### src/rtl/alu_operand_decode.sv
// alu_operand_decode
//
// Decode/issue stage in front of the ALU. Takes one RV32I instruction per
// valid/ready handshake, reads its source operands from a 32x32 register
// file, and issues a registered {in_1, in_2, operation} triple plus
// destination info through a single-entry output register.
//
// Ports:
//   clk, rst        - clock, synchronous active-high reset
//   in_valid/ready  - upstream handshake; in_instr/in_pc carry the instruction
//   wb_en/addr/data - register-file write port (write-first into the decode)
//   out_valid/ready - downstream handshake
//   out_in_1/2      - ALU operands
//   out_operation   - ALU op code (ERR = 15 for illegal encodings)
//   out_rd/rd_we    - destination register and its write enable
//   out_illegal     - decode failed
module alu_operand_decode #(
    parameter int XLEN = 32
) (
    input  logic            clk,
    input  logic            rst,
    input  logic            in_valid,
    output logic            in_ready,
    input  logic [31:0]     in_instr,
    input  logic [31:0]     in_pc,
    input  logic            wb_en,
    input  logic [4:0]      wb_addr,
    input  logic [XLEN-1:0] wb_data,
    output logic            out_valid,
    input  logic            out_ready,
    output logic [XLEN-1:0] out_in_1,
    output logic [XLEN-1:0] out_in_2,
    output logic [3:0]      out_operation,
    output logic [4:0]      out_rd,
    output logic            out_rd_we,
    output logic            out_illegal
);

    localparam logic [3:0] OP_ADD  = 4'd0;
    localparam logic [3:0] OP_SUB  = 4'd1;
    localparam logic [3:0] OP_XOR  = 4'd2;
    localparam logic [3:0] OP_OR   = 4'd3;
    localparam logic [3:0] OP_AND  = 4'd4;
    localparam logic [3:0] OP_SLL  = 4'd5;
    localparam logic [3:0] OP_SRL  = 4'd6;
    localparam logic [3:0] OP_SRA  = 4'd7;
    localparam logic [3:0] OP_SLT  = 4'd8;
    localparam logic [3:0] OP_SLTU = 4'd9;
    localparam logic [3:0] OP_EQL  = 4'd10;
    localparam logic [3:0] OP_NEQ  = 4'd11;
    localparam logic [3:0] OP_GTE  = 4'd12;
    localparam logic [3:0] OP_GTEU = 4'd13;
    localparam logic [3:0] OP_ERR  = 4'd15;

    localparam logic [6:0] OPC_OP     = 7'b0110011;
    localparam logic [6:0] OPC_OP_IMM = 7'b0010011;
    localparam logic [6:0] OPC_LUI    = 7'b0110111;
    localparam logic [6:0] OPC_AUIPC  = 7'b0010111;
    localparam logic [6:0] OPC_LOAD   = 7'b0000011;
    localparam logic [6:0] OPC_STORE  = 7'b0100011;
    localparam logic [6:0] OPC_BRANCH = 7'b1100011;

    localparam logic [6:0] F7_BASE = 7'b0000000;
    localparam logic [6:0] F7_ALT  = 7'b0100000;

    // Shared funct3 -> ALU op mapping for OP and OP-IMM (base funct7).
    function automatic logic [3:0] alu_map(input logic [2:0] f3);
        logic [3:0] op;
        case (f3)
            3'd0:    op = OP_ADD;
            3'd1:    op = OP_SLL;
            3'd2:    op = OP_SLT;
            3'd3:    op = OP_SLTU;
            3'd4:    op = OP_XOR;
            3'd5:    op = OP_SRL;
            3'd6:    op = OP_OR;
            default: op = OP_AND;
        endcase
        return op;
    endfunction

    // ------------------------------------------------------------------
    // Register file. Each entry is its own register so the whole file can
    // be cleared by reset. Writes to x0 are dropped, so entry 0 stays 0.
    // ------------------------------------------------------------------
    logic [XLEN-1:0] rf_reg [0:31];
    logic            accept;

    generate
        for (genvar gi = 0; gi < 32; gi++) begin : g_rf
            always_ff @(posedge clk) begin
                if (rst) begin
                    rf_reg[gi] <= '0;
                end else if (wb_en && wb_addr == 5'(gi) && wb_addr != 5'd0) begin
                    rf_reg[gi] <= wb_data;
                end
            end
        end
    endgenerate

    // Instruction fields
    logic [6:0] opcode;
    logic [2:0] funct3;
    logic [6:0] funct7;
    logic [4:0] rs1, rs2, rd;
    assign opcode = in_instr[6:0];
    assign rd     = in_instr[11:7];
    assign funct3 = in_instr[14:12];
    assign rs1    = in_instr[19:15];
    assign rs2    = in_instr[24:20];
    assign funct7 = in_instr[31:25];

    logic [31:0] imm_i, imm_s, imm_u;
    assign imm_i = {{20{in_instr[31]}}, in_instr[31:20]};
    assign imm_s = {{20{in_instr[31]}}, in_instr[31:25], in_instr[11:7]};
    assign imm_u = {in_instr[31:12], 12'b0};

    // Write-first bypass: a same-cycle writeback to a source register wins
    // over the stored value (the stored value only updates at the edge).
    logic [XLEN-1:0] rs1_val, rs2_val;
    assign rs1_val = (wb_en && wb_addr == rs1 && rs1 != 5'd0) ? wb_data : rf_reg[rs1];
    assign rs2_val = (wb_en && wb_addr == rs2 && rs2 != 5'd0) ? wb_data : rf_reg[rs2];

    // ------------------------------------------------------------------
    // Combinational decode
    // ------------------------------------------------------------------
    logic [XLEN-1:0] dec_in_1, dec_in_2;
    logic [3:0]      dec_op;
    logic [4:0]      dec_rd;
    logic            dec_we, dec_ill;

    always_comb begin
        dec_in_1 = '0;
        dec_in_2 = '0;
        dec_op   = OP_ADD;
        dec_rd   = '0;
        dec_we   = 1'b0;
        dec_ill  = 1'b0;
        case (opcode)
            OPC_OP: begin
                dec_in_1 = rs1_val;
                dec_in_2 = rs2_val;
                dec_rd   = rd;
                dec_we   = 1'b1;
                if (funct7 == F7_BASE)                    dec_op  = alu_map(funct3);
                else if (funct7 == F7_ALT && funct3 == 3'd0) dec_op  = OP_SUB;
                else if (funct7 == F7_ALT && funct3 == 3'd5) dec_op  = OP_SRA;
                else                                      dec_ill = 1'b1;
            end
            OPC_OP_IMM: begin
                dec_in_1 = rs1_val;
                dec_rd   = rd;
                dec_we   = 1'b1;
                if (funct3 == 3'd1 || funct3 == 3'd5) begin
                    // Shift-immediate: shamt only, funct7 field qualifies the form
                    dec_in_2 = {27'b0, in_instr[24:20]};
                    if (funct7 != F7_BASE && funct7 != F7_ALT) dec_ill = 1'b1;
                    else if (funct3 == 3'd5 && in_instr[30])   dec_op  = OP_SRA;
                    else                                       dec_op  = alu_map(funct3);
                end else begin
                    dec_in_2 = imm_i;
                    dec_op   = alu_map(funct3);
                end
            end
            OPC_LUI: begin
                dec_in_2 = imm_u;
                dec_rd   = rd;
                dec_we   = 1'b1;
            end
            OPC_AUIPC: begin
                dec_in_1 = in_pc;
                dec_in_2 = imm_u;
                dec_rd   = rd;
                dec_we   = 1'b1;
            end
            OPC_LOAD: begin
                dec_in_1 = rs1_val;
                dec_in_2 = imm_i;
                dec_rd   = rd;
                dec_we   = 1'b1;
            end
            OPC_STORE: begin
                dec_in_1 = rs1_val;
                dec_in_2 = imm_s;
            end
            OPC_BRANCH: begin
                dec_in_1 = rs1_val;
                dec_in_2 = rs2_val;
                case (funct3)
                    3'd0:    dec_op  = OP_EQL;
                    3'd1:    dec_op  = OP_NEQ;
                    3'd4:    dec_op  = OP_SLT;
                    3'd5:    dec_op  = OP_GTE;
                    3'd6:    dec_op  = OP_SLTU;
                    3'd7:    dec_op  = OP_GTEU;
                    default: dec_ill = 1'b1;
                endcase
            end
            default: dec_ill = 1'b1;
        endcase
        // Illegal encodings issue a clean, inert bundle.
        if (dec_ill) begin
            dec_in_1 = '0;
            dec_in_2 = '0;
            dec_op   = OP_ERR;
            dec_rd   = '0;
            dec_we   = 1'b0;
        end
    end

    // ------------------------------------------------------------------
    // Issue register
    // ------------------------------------------------------------------
    logic            valid_reg;
    logic [XLEN-1:0] in_1_reg, in_2_reg;
    logic [3:0]      op_reg;
    logic [4:0]      rd_reg;
    logic            rd_we_reg, ill_reg;

    assign in_ready = !valid_reg || out_ready;
    assign accept   = in_valid && in_ready;

    always_ff @(posedge clk) begin
        if (rst) begin
            valid_reg <= 1'b0;
            in_1_reg  <= '0;
            in_2_reg  <= '0;
            op_reg    <= '0;
            rd_reg    <= '0;
            rd_we_reg <= 1'b0;
            ill_reg   <= 1'b0;
        end else if (accept) begin
            valid_reg <= 1'b1;
            in_1_reg  <= dec_in_1;
            in_2_reg  <= dec_in_2;
            op_reg    <= dec_op;
            rd_reg    <= dec_rd;
            rd_we_reg <= dec_we;
            ill_reg   <= dec_ill;
        end else if (out_ready) begin
            // Consumed with nothing behind it; payload fields simply hold.
            valid_reg <= 1'b0;
        end
    end

    assign out_valid     = valid_reg;
    assign out_in_1      = in_1_reg;
    assign out_in_2      = in_2_reg;
    assign out_operation = op_reg;
    assign out_rd        = rd_reg;
    assign out_rd_we     = rd_we_reg;
    assign out_illegal   = ill_reg;

endmodule
### config.mk
export PLATFORM = sky130hd
export DESIGN_NAME = alu_operand_decode
export DESIGN_NICKNAME = d
export VERILOG_FILES = /design/src/rtl/alu_operand_decode.sv
export SDC_FILE = /design/constraint.sdc
export NUM_CORES = 2
export LEC_CHECK = 0
export CAP_MARGIN = 10
export CORE_ASPECT_RATIO = 1.5
export CORE_MARGIN = 5
export CORE_UTILIZATION = 50
export CTS_CLUSTER_DIAMETER = 80
export DETAILED_ROUTE_END_ITERATION = 6
export MAX_ROUTING_LAYER = met4
export PLACE_DENSITY = 0.65
export SYNTH_ARGS = -nofsm -noshare
export SYNTH_HDL_FRONTEND = slang
export SYNTH_SLANG_ARGS = --single-unit
### constraint.sdc
create_clock -name clk -period 8.18 [get_ports clk]
set_input_delay 2.045 -clock clk [delete_from_list [all_inputs] [get_ports clk]]
set_output_delay 2.045 -clock clk [all_outputs]
set_load 0.005 [all_outputs]
Word-level counts from Yosys, hierarchy flattened. Memory sizes are Yosys's and may differ from the RTL's. Index checks and enable logic that the tools add are counted.

Register bits: 76. Bits in writable memories: 1024. Input port bits: 106. Output and inout port bits: 77. Logic and storage cells: 339. Memories kept: 1.

Eq/ne operators: 49. Multiplexer cells: 160. Bitwise logic cells: 32. Reductions and logical operators: 90.

Memories: rf_reg (depth 32, bits a word 32, rd ports 2, clocked after memory_dff 0, write ports 32, RTL line 86) `logic [XLEN-1:0] rf_reg [0:31];`.

Operator list (count): 32-bit two-way mux (37); 32-bit case mux with 5 select lines (1); 1-bit two-way mux (108); 5-bit equality test, second input constant (16); 1-bit logical AND (73); 32-bit case mux with 2 select lines (1); 5-bit by 4-bit equality test with 1-bit output, second input constant (8); 1-bit bitwise OR (32); 7-bit by 6-bit equality test with 1-bit output, second input constant (4); 4-bit case mux with 7 select lines (1); 4-bit case mux with 6 select lines (1); 5-bit by 3-bit equality test with 1-bit output, second input constant (4); 4-bit two-way mux (5); 5-bit nonzero test (3); 7-bit by 5-bit equality test with 1-bit output, second input constant (2); 3-bit equality test, second input constant (4); 4-bit case mux with 3 select lines (1); 5-bit by 2-bit equality test with 1-bit output, second input constant (2); 5-bit equality test (2); 5-bit two-way mux (2); 5-bit OR reduction (2); 7-bit by 2-bit equality test with 1-bit output, second input constant (1); 7-bit equality test, second input constant (1); 7-bit zero test (1); other kinds (15) (19).

Logic depth before layout (Yosys ltp).
Depth in word-level cells: 7. Depth in mapped cells: 11. Gate-level depth less buffers: 6.

Worst setup path after synthesis. OpenSTA, ideal clock, no wires.

Path kind: input -> register. Start point: input wb_addr[3]. End point: memory rf_reg[12][0], enable pin. Library setup time: 0.428 ns. Arrival time: 4.295 ns. Data required time: 7.752 ns. Path slack: 3.457 ns. Stages: 4. Buffers on the path: 1. Cell sequence: clkbuf_1 nand2_1 or3_1 o21bai_1.

RTL lines: start, declared (RTL line 27) `input logic [4:0] wb_addr,`; end, declared (RTL line 86).

Worst setup path after layout.
Start point: input out_ready. End point: output in_ready.

Word-level cells in the longest chain between the ends: 1.

Ends and longest elaborated chain: start, declared (RTL line 30) `input logic out_ready,`; 1-bit logical OR (RTL line 220) `assign in_ready = !valid_reg || out_ready;`; end, declared (RTL line 23) `output logic in_ready,`.

Every way passes these cells.

==> impl_metrics.yaml <==
timing:
  hold_viol_final: 0
  maxSlewHeadroom_pct: 14.7
  fmax_mhz: 190
  setup_viol: 0
  min_period_ns: 5.27
  finalMaxSlewViolations: 0
  whs_ns: 0.487
  tightestPinTransition_ns: 1.28
  final.period_utilization_pct: 64.5
  finalSetupTns_ns: 0
  clock_skew_ns: 0.0279
  rsz0062_at_grt: "false"
floorplanning:
  ioPinCount: 183
  die_y_um: 433
  die_w_um: 292
  initial_core_util_pct: 50.2
  coreArea_mm2: 0.119
  rows: 155
  die_area_mm2: 0.126
logic_synthesis:
  synthFlopType: "edfxtp_1"
  synth_simple_gate_area_share_pct: 14.8
  synthCells: 4703
  synth.distinct_cells: 67
  synthMuxAreaShare_pct: 18.2
  ys_ff_latch: 1100
  synth_compound_area_share_pct: 8.83
  ys_seq_area_share_pct: 54.2
  syn_avg_cell_area_um2: 12.7
  synth_top_family_by_area: "multiplexers"
  synth_warnings: 0
  synth_xor_area_share_pct: 0.162
  async_reset_ff_share_pct: 0
  synth_edf_count: 1024
  synth_area_mm2: 0.0596
  synth-adder-area-share_pct: 0
clock_tree:
  cts_setup_buffers: 0
  cts_max_path_buffers: 3
  htreeDepth: 3
  cts.clk_slew.worst_paths_ns: 0.06
  cts_hold_repair.buffers: 0
  cts_made_buffers: 106
  clock_sinks: 1100
  clock_latency_ns: 0.75
  root_buffer: "clkbuf_16"
  cts_resized: 0
  cts_tree: "done"
place:
  io_buffer_count: 182
  placed_cells: 6130
  place_congestion: 0.947
  hpwlAfterDp_mm: 134
route:
  wirelength_mm: 232
  wl_met1_mm: 79.8
  drt_iter0_drc: 6707
  drcViolationCount: 0
  avgViaCountPerCell: 6.98
  route.met3.wl_mm: 27.7
  dr.pass1.iters: 6
  routedWlPerCell_um: 36.6
  vias: 44300
  top_layer: "met4"
  wl_met2_mm: 108
  postRouteAntennaNets: 0
global_route:
  antenna_found_initial: 28
  gr-total-overflow: 0
  grt_max_degree: 123
  grt_util_all_layers_pct: 36.7
  grt_pass1_wl_mm: 321
  grt_pass1_vias: 43800
finish:
  drive_gt1_share_pct: 13.0
  utilization_pct: 56.2
  final_common_cell: "edfxtp_1"
  stdcell_count: 6348
  multi_input_area_mm2: 0.0258
  mostFrequentLayoutCells: "edfxtp_1, and2_1, mux2i_1, a22oi_1, mux4_2"
  nFillCells: 9763
  largest_register_ffs: 1024
  regArea_mm2: 0.0323
  fin_nets: 4778
  area_growth_pct: 11.9
critical_path:
  arrival_ns: 3.23
  worstPathMaxFanout: 4
  r2r-start: "out_valid"
  crit_start: "out_ready"
  required_ns: 6.14
  setup.worst_path.end_class: "primary output"
  worstSetupPathType: "input port to primary output"
  cp-start-kind: "input port"
worst_hold_path:
  hold_path_class: "flip-flop to flip-flop"
  min_from: "out_rd[3]"
power_and_ir_drop:
  ir_drop_mv: 0.153
  p_leak_nw: 24.1
  total_power_mw: 13.4
  p_per_area_mw_per_mm2: 200
run_status:
  status: "complete, no violations"
flow_run:
  drv_cap: 0
cell type report:
cell class | instances | area share, %
clock buffers | 150 | 4.45
inverters | 9 | 0.0525
clock inverters | 49 | 0.820
repair buffers | 321 | 4.64
multi-input cells | 3134 | 38.6
diodes | 15 | 0.0563
well taps | 1570 | 2.95
flip-flops and latches | 1100 | 48.4
metrics by stage:
stage          cell area, µm²  worst slack [ns]
2_1_floorplan           59700              3.46
3_5_place_dp            63000              2.53
3_3_place_gp            63000              2.55
5_1_grt                 66700              2.87
6_report                66700              2.91
4_1_cts                 66600              2.90
logic make-up (layout without fill, tap and decap cells):
logic type      Yosys count  count (layout)
flops                  1100            1100
simple gates           1557            1557
other cells               1              47
xor+xnor                 11              11
mux                     806             806
compound gates          728             728
buf+inv                 500             529
power by group:
part           switching [mW]  leakage [nW]  internal (mW)  total (mW)
sequential              0.164          10.4           6.45        6.61
combinational            1.05          12.0          0.580        1.63
clock                    2.25          1.71           2.87        5.12
total                    3.46          24.1           9.90        13.4
critical path, stage by stage:
cell and delay, ns:
clkdlybuf4s50_1 0.44, nand2b_1 0.20, clkdlybuf4s50_1 0.54
path summary, 6_finish.rpt:
| path | endpoint | slack (ns) | cells past startpoint |
|---|---|---|---|
| worst max-delay path | in_ready | 2.91 | 3 |
| worst min-delay path | out_rd[3] | 0.49 | 1 |
| worst min register to register | out_rd[3] | 0.49 | 1 |
| worst max register to register | out_in_1[22] | 5.09 | 7 |
synthesized netlist by cell type, drive strengths merged, types with 3 or more instances:
cell     instances  area share, %
a21oi           60           0.51
and4            15           0.22
a311oi          11           0.16
o21a            22           0.28
and3             3          0.032
a31oi           24           0.25
o2111ai         17           0.26
dfxtp           76            2.6
o31ai            4          0.050
a221oi          23           0.34
clkbuf         365            2.3
o22ai            3          0.032
or2              3          0.032
nand4            7          0.074
edfxtp        1024             52
nand3          170            1.4
nor2            66           0.42
a2111oi         31           0.54
nand2b           9          0.095
a32oi            6          0.088
a22oi          295            3.7
buf            126            1.4
a22o             6          0.088
nor3            44           0.38
a221o           11           0.18
o21bai          23           0.29
o211ai          53           0.67
nor2b           11           0.12
mux2i          583            9.8
a21o            25           0.32
a31o             3          0.044
o221ai           7           0.10
or3              4          0.042
mux4           223            8.4
inv              9          0.057
nand2          216            1.4
o21ai           98           0.82
and2           997             10
nor3b            3          0.038
xor2             9           0.13
per-layer routing:
layer / global-route usage, % / vias to the layer above
met4: 22.4 / 0
li1: - / 17600
met1: 44.0 / 22200
met2: 57.3 / 3490
met3: 7.86 / 952
met5: - / -
No activity file was read; power rests on OpenSTA's default activity.
